**config.mk**
```make
export PLATFORM = sky130hd
export DESIGN_NAME = day5_3x8_decoder
export DESIGN_NICKNAME = d
export VERILOG_FILES = /design/src/rtl/day5_3x8_decoder.sv
export SDC_FILE = /design/constraint.sdc
export NUM_CORES = 1
export LEC_CHECK = 0
export ABC_AREA = 1
export CORE_AREA = 3 3 40 42
export CTS_CLUSTER_DIAMETER = 120
export DETAILED_ROUTE_END_ITERATION = 7
export DIE_AREA = 0 0 43 45
export SYNTH_ARGS = -nofsm -noshare
export SYNTH_HDL_FRONTEND = slang
export SYNTH_SLANG_ARGS = --single-unit
```
**constraint.sdc**
```tcl
create_clock -name clk -period 0.8 [get_ports clk]
set_input_delay 0.16 -clock clk [delete_from_list [all_inputs] [get_ports clk]]
set_output_delay 0.16 -clock clk [all_outputs]
set_load 0.005 [all_outputs]
```
**src/rtl/day5_3x8_decoder.sv**
```systemverilog
// Registered N-to-2**N one-hot/one-cold decoder with enable and sync reset.
// Define DECODER_HOLD_EN to make en=0 hold bus/valid/idx (sticky select).
module day5_3x8_decoder #(
    parameter int IN_W       = 3,
    parameter int OUT_W      = 8,
    parameter int ACTIVE_LOW = 0
) (
    input  logic             clk,
    input  logic             reset,
    input  logic             en,
    input  logic [IN_W-1:0]  state,
    output logic [OUT_W-1:0] bus,
    output logic             valid,
    output logic [IN_W-1:0]  idx
);

    localparam logic POL = (ACTIVE_LOW != 0);
    localparam logic [OUT_W-1:0] INACTIVE = {OUT_W{POL}};

    if (OUT_W != (2 ** IN_W)) begin : g_bad_width
        $error("day5_3x8_decoder: OUT_W must equal 2**IN_W");
    end

    logic [OUT_W-1:0] onehot;
    logic [OUT_W-1:0] decoded;

    always_comb begin
        onehot = '0;
        onehot[state] = 1'b1;
        // Polarity applied by XOR so one-cold falls out of the same decode
        decoded = onehot ^ INACTIVE;
    end

    always_ff @(posedge clk) begin
        if (reset) begin
            bus   <= INACTIVE;
            valid <= 1'b0;
            idx   <= '0;
        end else if (en) begin
            bus   <= decoded;
            valid <= 1'b1;
            idx   <= state;
        end else begin
`ifdef DECODER_HOLD_EN
            bus   <= bus;
            valid <= valid;
            idx   <= idx;
`else
            bus   <= INACTIVE;
            valid <= 1'b0;
            idx   <= idx;
`endif
        end
    end

endmodule

```
---- Word level (Yosys, flattened, before mapping) ----
Cells that the tools add are included.
word-level totals
  output and inout bits ................... 12
  logic and storage cells ................. 11
  register bits after elaboration ......... 12
  bits of input ports ..................... 6
cells by class
  multiplexer cells ....................... 3
  order comparisons ....................... 2
  reduce and logical (&&, ||, !) cells .... 2
  bitwise logic cells ..................... 1
operator list
  kind                                                                                  count
  3-bit by 4-bit < comparator with 1-bit output (second input constant)                 1
  1-bit demux with 3-bit select                                                         1
  3-bit by 1-bit greater-or-equal comparator with 1-bit output (second input constant)  1
  1-bit two-way mux                                                                     2
  2-bit OR reduction                                                                    1
  1-bit logical AND                                                                     1
  1-bit NOT                                                                             1

---- Longest topological paths before layout ----
  depth after elaboration ................. 4
  depth in mapped cells ................... 4
  depth with buffers taken out ............ 4

---- Worst setup path after synthesis ----
OpenSTA, ideal clock, no wires.
  kind .................................... input-to-reg
  start point ............................. in reset
  end point ............................... reg bus[1]
  stages .................................. 3
  data required time ...................... 0.735 ns
  path slack .............................. 0.270 ns
  arrival time ............................ 0.465 ns
  buffers on the path ..................... 0
  path through ............................ inv_1 nand3_2 nor2_1
between the ends
  cells in the longest elaborated chain, start to end .. 1
ends and longest elaborated chain
  what                                 line  RTL
  start: declaration                   9     input logic reset,
  2-bit OR reduction (no source line)  n/a
  end signal: assignment               40    bus <= decoded;
  end: declaration                     12    output logic [OUT_W-1:0] bus,
Every way passes these cells.
A chain may end at the register's enable or synchronous reset.

---- Worst setup path after layout ----
  start point ............................. reg idx[2]
  end point ............................... out idx[2]
RTL lines
  what                      line  RTL
  start: declaration        14    output logic [IN_W-1:0] idx
  start signal: assignment  42    idx <= state;
  start signal: assignment  51    idx <= idx;
No word-level cell between the ends.

==> results.md <==
- Synth Cell Area: 366.6 um2
- DRC: 0
- Die width: 43 um
- Final period util: 1.073
- Worst-Skew Late Latency: 0.26 ns
- DR iter-0 viols: 1
- Critical Path AT: roughly 0.70 ns
- First-pass GRT wire length: 1.200 mm
- Die area: between 0.0015 and 0.002 mm2
- CTS H-tree depth: 1
- Clock sink count: 12
- Worst path bufs/invs: 1
- Multi-input gate area: 125.1 um2
- Hold Crit Class: in -> reg
- PD cells: 1914 mW/mm2
- WL per Instance: about 9.2 um
- Setup violators final: 12
- Share of the synthesized area in the top cell type: 0.6553
- WS Path Type: reg -> out
- Syn avg cell area: 8.729 um2
- Layout area overhead: 55.29%
- Fmax: around 1200 MHz
- Status: finished with violations
- Syn Inst Count: 42
- Pwr Total: 1.090 mW
- VDD IR max: 0.001057 V
- Max Cap Viol: 0
- Unique masters post-synth: 6
- Vias per Instance: 4.128
- Yosys top cell by area: dfxtp_1
- Share of layout cells above drive strength 1: 0.4127
- Clock transition at path regs: 0.07 ns
- Total Routing Usage GR: 0.08893
- Slew headroom: 0.7740
- Antenna violations before repair: 0
- Synth Register Bits: 12
- Register area: 247.7 um2
- Hold Vio Cnt, Final: 0
- Failing checks: setup timing
- Final Non-Filler Cells: ~80
- Vias in the first global route: 276
- Clk buf depth: 2
- Diode count: 0
- Starting density of the core: 0.2853
- CP cell instances: buf_2
- Placed insts: 75
- Slew Limit Fails: 0
- Flop2flop setup slack: 0.13 ns
- Critical Path Sink Type: output pin
- Largest delay share family, worst path: flip-flops
- Io pins: 18
- Dominant cells by area after synthesis: dfxtp_1 66%, nor2_1 13%, nand2_1 9.2%, nand3_2 5.5%, inv_1 5.1%
- P_leak: 0.3109 nW
- TritonRoute pass-1 iters: 2
- Yosys warns: 0
- Worst-Margin Slew: 0.3390 ns
- Layout Skew: 0 ns
- Worst-path fanout max: 2
- CTS tree: built
- Post-Route WL: between 700 and 800 um
- Worst EP required: 0.64 ns
- Routability Congestion: 0.6552
- Post-DP HPWL: 527.5 um
- Postcts setup bufs: 0
- RSZ-0062 raised after global routing: yes
- Largest net degree at the start of global routing: 8
- Row count: 13
- Routed Antenna Nets: 0
- Grt total ovfl: 0
- Worst Slack Setup Final: -0.05875 ns
- Inserted Clock Buffers: 3
- Die H: between 40 and 50 um
- Fillers: 155
- Vias: 322
- CTS Root Cell: clkbuf_4
- Startpoint Class: register
- Synthesized Nets: 48
- Nets@finish: 71
- Crit-path slowest cell: dfxtp_2
- IO Port Bufs: 17
- Share of the yosys chip area belonging to registers: 0.6553
- Crit-path max cell delay: 0.32 ns
- Period minus WS final: 0.8588 ns
- Core area: 0.001285 mm2
-- cell usage in the layout (no fill, tap or decap), types with 2 or more instances in the layout --
cell type | Yosys | layout
buf_2 | 0 | 10
buf_6 | 0 | 2
clkbuf_4 | 0 | 3
dfxtp_1 | 12 | 6
dfxtp_2 | 0 | 6
dlymetal6s2s_1 | 0 | 3
inv_1 | 5 | 4
nand2_1 | 9 | 9
nand3_4 | 0 | 2
nor2_1 | 13 | 12
-- Yosys cell counts --
cell      n
inv_1     5
nand3_2   2
nand3_1   1
nand2_1   9
dfxtp_1  12
nor2_1   13
-- through the flow --
step	TNS (ns)	setup WS (ns)	hold slack [ns]	cell area [um2]	utilization
finish	-0.5067	-0.05875	0.1093	569.3	0.4430
global route	-0.8452	-0.08146	0.1512	569.3	0.4430
CTS	-0.5957	-0.06828	0.3794	528.0	0.4109
detailed placement	-5.231	-0.3328	0.4593	563.0	0.4382
global placement	-5.018	-0.3052	0.4686	563.0	0.4382
floorplan	0	0.2700	0.2324	366.6	-
-- cell families after synthesis --
group         count (synthesis)  synth area share
simple gates                 25            0.2935
flops                        12            0.6553
buf+inv                       5           0.05120
-- per-layer routing --
layer / vias to the layer above / part of all wire / global-route usage
met5: - / 0 / 0
met4: 0 / 0.038 / 0.09036
met3: 5 / 0.15 / 0.03187
met2: 18 / 0.39 / 0.1048
met1: 131 / 0.42 / 0.1182
li1: 168 / - / -
-- path summary, 6_finish.rpt --
path	startpoint	endpoint	cells past startpoint
min	reset	valid$_SDFF_PP0_	2
max reg2reg	idx[2]$_SDFFE_PP0P_	idx[2]$_SDFFE_PP0P_	3
max	idx[2]$_SDFFE_PP0P_	idx[2]	1
min reg2reg	idx[0]$_SDFFE_PP0P_	idx[0]$_SDFFE_PP0P_	2
-- sequential cells by signal, indices dropped and copies added (netlist names) --
signal	flops
bus	8
valid	1
idx	3
-- report_power, final --
group / total (mW) / internal [mW] / switching, mW
logic: 0.112 / 0.0550 / 0.0571
registers: 0.625 / 0.619 / 0.00661
clock network: 0.352 / 0.174 / 0.178
total: 1.09 / 0.848 / 0.242
-- area by class of cell --
class                           count  share of cell area
Multi-Input combinational cell     25              0.2198
Clock buffer                        3             0.03956
Tap cell                           15             0.03297
Inverter                            5             0.03297
Sequential cell                    12              0.4352
Timing Repair Buffer               18              0.2396
-- what timing repair did --
action,4_1_cts,5_1_grt
hold buffers,0,0
endpoints found under the setup margin,20,21
gates resized for setup,53,11
Power figures use the tool's default switching activity.
